$ cat config.mk
export PLATFORM = sky130hd
export DESIGN_NAME = ads1675_serial_tx
export DESIGN_NICKNAME = d
export VERILOG_FILES = /design/src/rtl/ads1675_pkg.sv /design/src/rtl/ads1675_serial_tx_sclk_div.sv /design/src/rtl/ads1675_serial_tx.sv
export SDC_FILE = /design/constraint.sdc
export NUM_CORES = 1
export LEC_CHECK = 0
export CORE_MARGIN = 2
export CORE_UTILIZATION = 53
export CTS_CLUSTER_DIAMETER = 150
export DETAILED_ROUTE_END_ITERATION = 10
export PLACE_DENSITY = 0.79
export SYNTH_ARGS = -nofsm -noshare
export SYNTH_HDL_FRONTEND = slang
export SYNTH_SLANG_ARGS = --single-unit
export TNS_END_PERCENT = 20
$ cat constraint.sdc
create_clock -name aclk -period 2.6 [get_ports aclk]
set_input_delay 0.52 -clock aclk [delete_from_list [all_inputs] [get_ports aclk]]
set_output_delay 0.52 -clock aclk [all_outputs]
set_load 0.005 [all_outputs]
$ cat src/rtl/ads1675_pkg.sv
// +--------------------------------------------------------------------+
// | ads1675_pkg : shared FSM states and sample-code constants          |
// | Rev 1.0                                                            |
// +--------------------------------------------------------------------+
`default_nettype none

package ads1675_pkg;

  typedef enum logic [1:0] {
    IDLE  = 2'd0,
    SHIFT = 2'd1,
    DRDY  = 2'd2,
    GAP   = 2'd3
  } tx_state_t;

  localparam int          DEFAULT_DW = 24;
  localparam logic [23:0] FS_POS     = 24'h7FFFFF;
  localparam logic [23:0] FS_NEG     = 24'h800000;

endpackage

`default_nettype wire

$ cat src/rtl/ads1675_serial_tx_sclk_div.sv
// +--------------------------------------------------------------------+
// | sclk_div : half-period counter emitting sclk fall/rise ticks       |
// | Rev 1.0                                                            |
// +--------------------------------------------------------------------+
`default_nettype none

module sclk_div #(
  parameter int CLK_DIV = 2
) (
  input  logic clk_i,
  input  logic rst_i,
  input  logic clear_i,
  input  logic en_i,
  output logic rise_tick_o,
  output logic fall_tick_o
);

  localparam int             CNT_W    = (CLK_DIV > 1) ? $clog2(CLK_DIV) : 1;
  localparam logic [CNT_W-1:0] CNT_LAST = CNT_W'(CLK_DIV - 1);

  logic [CNT_W-1:0] cnt_q, cnt_d;
  logic             low_q, low_d;
  logic             w_tick;

  // low_q tracks which half of the bit period is running (0 = sclk high)
  assign w_tick      = en_i && !clear_i && (cnt_q == CNT_LAST);
  assign fall_tick_o = w_tick && !low_q;
  assign rise_tick_o = w_tick && low_q;

  always_comb begin
    cnt_d = cnt_q;
    low_d = low_q;
    if (clear_i) begin
      cnt_d = '0;
      low_d = 1'b0;
    end else if (en_i) begin
      if (cnt_q == CNT_LAST) begin
        cnt_d = '0;
        low_d = !low_q;
      end else begin
        cnt_d = cnt_q + 1'b1;
      end
    end
  end

  always_ff @(posedge clk_i) begin
    if (rst_i) begin
      cnt_q <= '0;
      low_q <= 1'b0;
    end else begin
      cnt_q <= cnt_d;
      low_q <= low_d;
    end
  end

endmodule

`default_nettype wire

$ cat src/rtl/ads1675_serial_tx.sv
// +--------------------------------------------------------------------+
// | ads1675_serial_tx : ADS1675-style sclk/dout/drdy serial emitter    |
// | Rev 1.0                                                            |
// +--------------------------------------------------------------------+
`default_nettype none

module ads1675_serial_tx
  import ads1675_pkg::*;
#(
  parameter int DW      = DEFAULT_DW,
  parameter int CLK_DIV = 2,
  parameter int DRDY_W  = 4,
  parameter int GAP_CYC = 8
) (
  input  logic          aclk,
  input  logic          areset,
  input  logic          en,
  input  logic [DW-1:0] s_data,
  input  logic          s_valid,
  output logic          s_ready,
  output logic          sclk,
  output logic          dout,
  output logic          drdy,
  output logic          busy
);

  localparam int BIT_W  = (DW > 1) ? $clog2(DW) : 1;
  localparam int DRDY_CW = (DRDY_W > 0) ? $clog2(DRDY_W + 1) : 1;
  localparam int GAP_CW = (GAP_CYC > 0) ? $clog2(GAP_CYC + 1) : 1;

  localparam logic [DRDY_CW-1:0] DRDY_LAST = DRDY_CW'(DRDY_W - 1);
  localparam logic [GAP_CW-1:0]  GAP_LAST  = GAP_CW'((GAP_CYC > 0) ? GAP_CYC - 1 : 0);

  tx_state_t          state_q, state_d;
  logic [DW-2:0]      shift_q, shift_d;
  logic [BIT_W-1:0]   bit_q, bit_d;
  logic [DRDY_CW-1:0] drdy_cnt_q, drdy_cnt_d;
  logic [GAP_CW-1:0]  gap_q, gap_d;
  logic               sclk_q, sclk_d;
  logic               dout_q, dout_d;
  logic               drdy_q, drdy_d;
  logic               w_rise, w_fall;

  sclk_div #(
    .CLK_DIV (CLK_DIV)
  ) u_sclk_div (
    .clk_i       (aclk),
    .rst_i       (areset),
    .clear_i     (state_q != SHIFT),
    .en_i        (en),
    .rise_tick_o (w_rise),
    .fall_tick_o (w_fall)
  );

  assign s_ready = en && (state_q == IDLE);
  assign busy    = (state_q != IDLE);
  assign sclk    = sclk_q;
  assign dout    = dout_q;
  assign drdy    = drdy_q;

  always_comb begin
    state_d    = state_q;
    shift_d    = shift_q;
    bit_d      = bit_q;
    drdy_cnt_d = drdy_cnt_q;
    gap_d      = gap_q;
    sclk_d     = sclk_q;
    dout_d     = dout_q;
    drdy_d     = drdy_q;
    unique case (state_q)
      IDLE: begin
        // MSB goes straight to dout; shift_q keeps only the remaining bits
        if (s_valid && s_ready) begin
          state_d = SHIFT;
          shift_d = s_data[DW-2:0];
          bit_d   = BIT_W'(DW - 1);
          sclk_d  = 1'b1;
          dout_d  = s_data[DW-1];
        end
      end
      SHIFT: begin
        if (w_fall) begin
          sclk_d = 1'b0;
        end else if (w_rise) begin
          if (bit_q == '0) begin
            state_d    = DRDY;
            drdy_d     = 1'b1;
            drdy_cnt_d = '0;
          end else begin
            sclk_d  = 1'b1;
            dout_d  = shift_q[DW-2];
            shift_d = shift_q << 1;
            bit_d   = bit_q - 1'b1;
          end
        end
      end
      DRDY: begin
        if (drdy_cnt_q == DRDY_LAST) begin
          drdy_d  = 1'b0;
          gap_d   = '0;
          state_d = (GAP_CYC == 0) ? IDLE : GAP;
        end else begin
          drdy_cnt_d = drdy_cnt_q + 1'b1;
        end
      end
      GAP: begin
        if (gap_q == GAP_LAST) begin
          state_d = IDLE;
        end else begin
          gap_d = gap_q + 1'b1;
        end
      end
      default: state_d = IDLE;
    endcase
  end

  // en low freezes every register, so outputs hold their levels
  always_ff @(posedge aclk) begin
    if (areset) begin
      state_q    <= IDLE;
      shift_q    <= '0;
      bit_q      <= '0;
      drdy_cnt_q <= '0;
      gap_q      <= '0;
      sclk_q     <= 1'b0;
      dout_q     <= 1'b0;
      drdy_q     <= 1'b0;
    end else if (en) begin
      state_q    <= state_d;
      shift_q    <= shift_d;
      bit_q      <= bit_d;
      drdy_cnt_q <= drdy_cnt_d;
      gap_q      <= gap_d;
      sclk_q     <= sclk_d;
      dout_q     <= dout_d;
      drdy_q     <= drdy_d;
    end
  end

endmodule

`default_nettype wire

## After elaboration in Yosys (flattened, before gate mapping)

Index checks and enable logic that the tools add are counted.

- Memories: 0
- Bits in writable memories: 0
- Word-level logic and storage cells: 94
- Bits in read-only memories: 0
- Output and inout port bits: 5
- Register bits after elaboration: 42
- Bits in latches: 0

- Muxes and demuxes: 41
- Add/subtract/negate cells: 4
- Shift-type cells: 0
- Bitwise gates (word level): 0
- Multipliers: 0
- Eq/ne operators: 17
- Reduce and logical (&&, ||, !) cells: 22
- Order comparisons: 0
- Divide/modulo/power cells: 0

Operators by type and width:

| kind | count |
|---|---|
| 23-bit two-way mux | 4 |
| 23-bit case mux with 2 select lines | 1 |
| 5-bit two-way mux | 4 |
| 6-bit AND reduction | 3 |
| 2-bit inequality test, second input constant | 7 |
| 1-bit two-way mux | 13 |
| 2-bit two-way mux | 6 |
| 3-bit two-way mux | 4 |
| 5-bit case mux with 2 select lines | 1 |
| 4-bit two-way mux | 2 |
| 2-bit case mux with 4 select lines | 1 |
| 4-bit case mux with 2 select lines | 1 |
| 2-bit nonzero test | 4 |
| 7-bit AND reduction | 1 |
| 1-bit logical AND | 6 |
| 2-bit by 1-bit inequality test with 1-bit output, second input constant | 3 |
| 1-bit case mux with 2 select lines | 3 |
| 3-bit case mux with 2 select lines | 1 |
| 5-bit logical NOT | 1 |
| 5-bit AND reduction | 1 |
| 5-bit by 1-bit subtractor with 5-bit output, second input constant | 1 |
| 4-bit by 1-bit adder with 4-bit output, second input constant | 1 |
| 2-bit == test, second input constant | 2 |
| 4-bit by 3-bit == test with 1-bit output, second input constant | 1 |
| other kinds (11) | 12 |

## Logic depth before layout (Yosys ltp)

- Word-level depth: 8
- Mapped depth: 9

## Cells and area by module

From an unflattened synthesis, not the netlist that was laid out.

- Cells, all modules: 233
- Area, all modules: 2,154.6 um2

By module, submodules not included:

| module | cells an instance | times used | area an instance (um2) | sequential area each (um2) |
|---|---|---|---|---|
| ads1675_serial_tx | 222 | 1 | 2,057.0 | 800.8 |
| sclk_div | 11 | 1 | 97.6 | 40.0 |

## Worst setup path after synthesis

OpenSTA, ideal clock, no wires.

- Path type: register -> register
- From: reg state_q[1]
- To: reg shift_q[10]
- Library setup time: 0.086 ns
- Path slack: 0.820 ns
- Data required time: 2.514 ns
- Arrival: 1.694 ns
- Period minus slack after synthesis: 1.780 ns
- Stages on the path, launching flop included: 10
- Cells stage by stage: dfxtp_1 inv_1 ha_1 buf_2 a21bo_2 o2111a_1 buf_2 buf_2 a21oi_1 a211oi_1

- Longest elaborated chain between the ends: 7

Ends and longest elaborated chain:

| item | line | source |
|---|---|---|
| start: declaration | ads1675_serial_tx.sv:34 | `tx_state_t state_q, state_d;` |
| start signal: assignment | ads1675_serial_tx.sv:129 | `state_q <= state_d;` |
| 2-bit by 1-bit inequality test with 1-bit output | ads1675_serial_tx.sv:49 | `.clear_i (state_q != SHIFT),` |
| 1-bit logical NOT | ads1675_serial_tx_sclk_div.sv:26 | `assign w_tick = en_i && !clear_i && (cnt_q == CNT_LAST);` |
| 1-bit logical AND (2 in a row) | ads1675_serial_tx_sclk_div.sv:26 |  |
| 1-bit logical AND (on tied branches) | ads1675_serial_tx_sclk_div.sv:28, ads1675_serial_tx_sclk_div.sv:27 |  |
| 2-bit by 1-bit inequality test with 1-bit output (no source line) / 2-bit inequality test (equally long branches) | - |  |
| 6-bit AND reduction (no source line) | - |  |
| end signal: assignment | ads1675_serial_tx.sv:130 | `shift_q <= shift_d;` |
| end: declaration | ads1675_serial_tx.sv:35 | `logic [DW-2:0] shift_q, shift_d;` |

Several ways; a longest one is shown, not always the timed one.
A chain may end at the register's enable or synchronous reset.

## Final worst setup path

- From: reg state_q[0]
- To: out s_ready

- Longest elaborated chain between the ends: 2

Ends and longest elaborated chain:

| item | line | source |
|---|---|---|
| 2-bit logical NOT | ads1675_serial_tx.sv:55 | `assign s_ready = en && (state_q == IDLE);` |
| 1-bit logical AND | ads1675_serial_tx.sv:55 |  |
| end: declaration | ads1675_serial_tx.sv:20 | `output logic s_ready,` |

No other way between the ends.

==> metrics.cfg <==
[placement]
gp_congestion=0.806
port_buffers=32
dp_hpwl_mm=3.04

[floorplan]
dieArea_um2=4590
io_pins=33
fp.coreArea_um2=3940
num_rows=23
die_h_um=67.7
start_util=0.546
die_w_um=67.7

[routing]
vias=1820
firstDrtPassIters=4
wirelength_mm=4.40
wl_per_cell_um=13.9
drc=0
antenna_left=0
viasPerCell=5.76
drt_iter0_drc=140

[yosys]
syn_inst=234
synth_top_area_share=0.390
yosys-top-cells-area=dfxtp_1, mux2i_1, a211oi_1
avgSynthCellArea_um2=9.20
yosysTopAreaCell=dfxtp_1
synthesis.area_um2=2150
async_reset_ff_frac=0
synthFlopType=dfxtp_1
syn_nets=271
synth_seq_area_share=0.390
synth_edf_count=0
ys_ff_latch=42
netlist-cell-type-count=39
ys_warn_count=0

[cells_and_area]
fillers=323
layout_common_cells=dfxtp_1, clkdlybuf4s50_1, a21oi_1
seqCellArea_um2=841
antennaDiodeCount=0
nets=302
area_delta_synth_final_pct=24.1
layout-drive-gt1-share=0.0865
final_common_cell=dfxtp_1
multiInputGateArea_um2=1200

[timing]
final_hold_viol_count=0
slew_viol_final=0
fin_tns_setup_ns=0
rsz0062_at_grt=no
min_period_ns=2.26
tightest_slew_ns=0.586
slew_headroom=0.605
finalCritPeriodShare=0.871
setup_viol=0
fin_skew_ns=0.00625
fmax_mhz=442

[setup_path]
cp_data_required_time_ns=2.08
cp-end-kind=primary output
critPathLaunchType=flip-flop
crit_arrival_ns=1.74
path_max_fanout=5
path_class=reg2out

[status]
status=complete, no violations

[grt]
grt_first_pass_wirelength_mm=7.58
grt_max_degree=34
gr-total-overflow=0
grt_pass1_vias=1643
grtUsageTotal=0.220
antenna_found_initial=0

[clocking]
postCtsHoldBufs=0
path_clk_slew_ns=0.08
cts_tree=done
clockBufferDepth=2
cts_resized=0
cts_max_level=2
clk_latency_ns=0.30
cts_setup_buffers=0
numClockSinks=42
cts_buffers=5
clk_root_buffer_cell=clkbuf_8

[pwr]
swShare=0.307
p_seq_frac=0.394
power.internal_mw=1.42
vdd_drop_max_v=0.000442
p_comb_frac=0.301
power_density_nw_per_um2=768
p_sw_mw=0.630
power.leakage_nw=0.959
p_total_mw=2.05
power.share.clock=0.305

[flow_run]
maxCapViolations=0

[min_path]
min_path_type=reg2reg

[per-layer routing]
metal / global-route usage / vias up / wire, um
li1: - / 931 / -
met1: 0.305 / 856 / 2150
met2: 0.328 / 27 / 2050
met3: 0.0567 / 6 / 160
met4: 0.0765 / 0 / 50
met5: 0 / - / 0
[worst max-delay path, stage by stage (launching register included)]
cell             delay [ns]
dfxtp_1                0.36
inv_1                  0.11
ha_1                   0.26
and2_1                 0.20
clkdlybuf4s50_1        0.52
[power by group through the flow]
stage	clock, mW	combinational, mW	sequential, mW
floorplan	0	0.443	0.806
global placement	0	0.603	0.819
detailed placement	0	0.617	0.821
CTS	0.632	0.618	0.808
global route	0.659	0.695	0.821
finish	0.626	0.617	0.809
[cell usage after synthesis, types with 3 or more instances]
master,number
a211oi_1,25
a21oi_1,29
buf_2,7
clkbuf_1,9
dfxtp_1,42
ha_1,9
inv_1,10
mux2i_1,27
nand2_1,15
nand2b_1,4
nand3_1,7
nand3b_1,3
nor2_1,4
o21ai_0,7
or3_1,3
[worst paths after layout]
kind | startpoint | to | slack [ns] | cells after the start
max | state_q[0] | s_ready | 0.34 | 4
max reg2reg | state_q[1] | drdy_cnt_q[2] | 0.60 | 6
min reg2reg | drdy_cnt_q[2] | drdy_cnt_q[2] | 0.48 | 2
min | drdy_cnt_q[2] | drdy_cnt_q[2] | 0.48 | 2
[state kept, by name, indices dropped and copies added (netlist names)]
| register | cells |
|---|---|
| shift_q | 23 |
| bit_q | 5 |
| gap_q | 4 |
| drdy_cnt_q | 3 |
| state_q | 2 |
| dout | 1 |
| drdy | 1 |
| sclk | 1 |
| u_sclk_div.cnt_q | 1 |
| u_sclk_div.low_q | 1 |
[metrics by stage]
stage                     instances   util  hold slack, ns  cell area [um^2]  worst slack (ns)
after floorplan                 234      -           0.448              2150             0.820
after global placement          308  0.643           0.470              2530             0.407
after detailed placement        308  0.643           0.471              2530             0.390
after CTS                       316  0.678           0.484              2670             0.349
after global routing            316  0.678           0.513              2670             0.246
final                           316  0.678           0.478              2670             0.336
[logic make-up (layout without fill, tap and decap cells)]
family,count (synthesis),in the layout,share of synthesized area
simple gates,47,47,0.121
buf+inv,27,59,0.0511
flops,42,42,0.390
xor+xnor,3,3,0.0122
fa+ha+maj,9,9,0.0523
compound gates,79,79,0.247
mux,27,27,0.126
[area by class of cell]
class | instances | area share
sequential | 42 | 0.315
timing repair buffer | 41 | 0.145
clock inverter | 3 | 0.0258
inverter | 10 | 0.0141
clock buffer | 5 | 0.0258
multi-input combinational | 165 | 0.451
tap | 50 | 0.0234
Power figures use the tool's default switching activity.
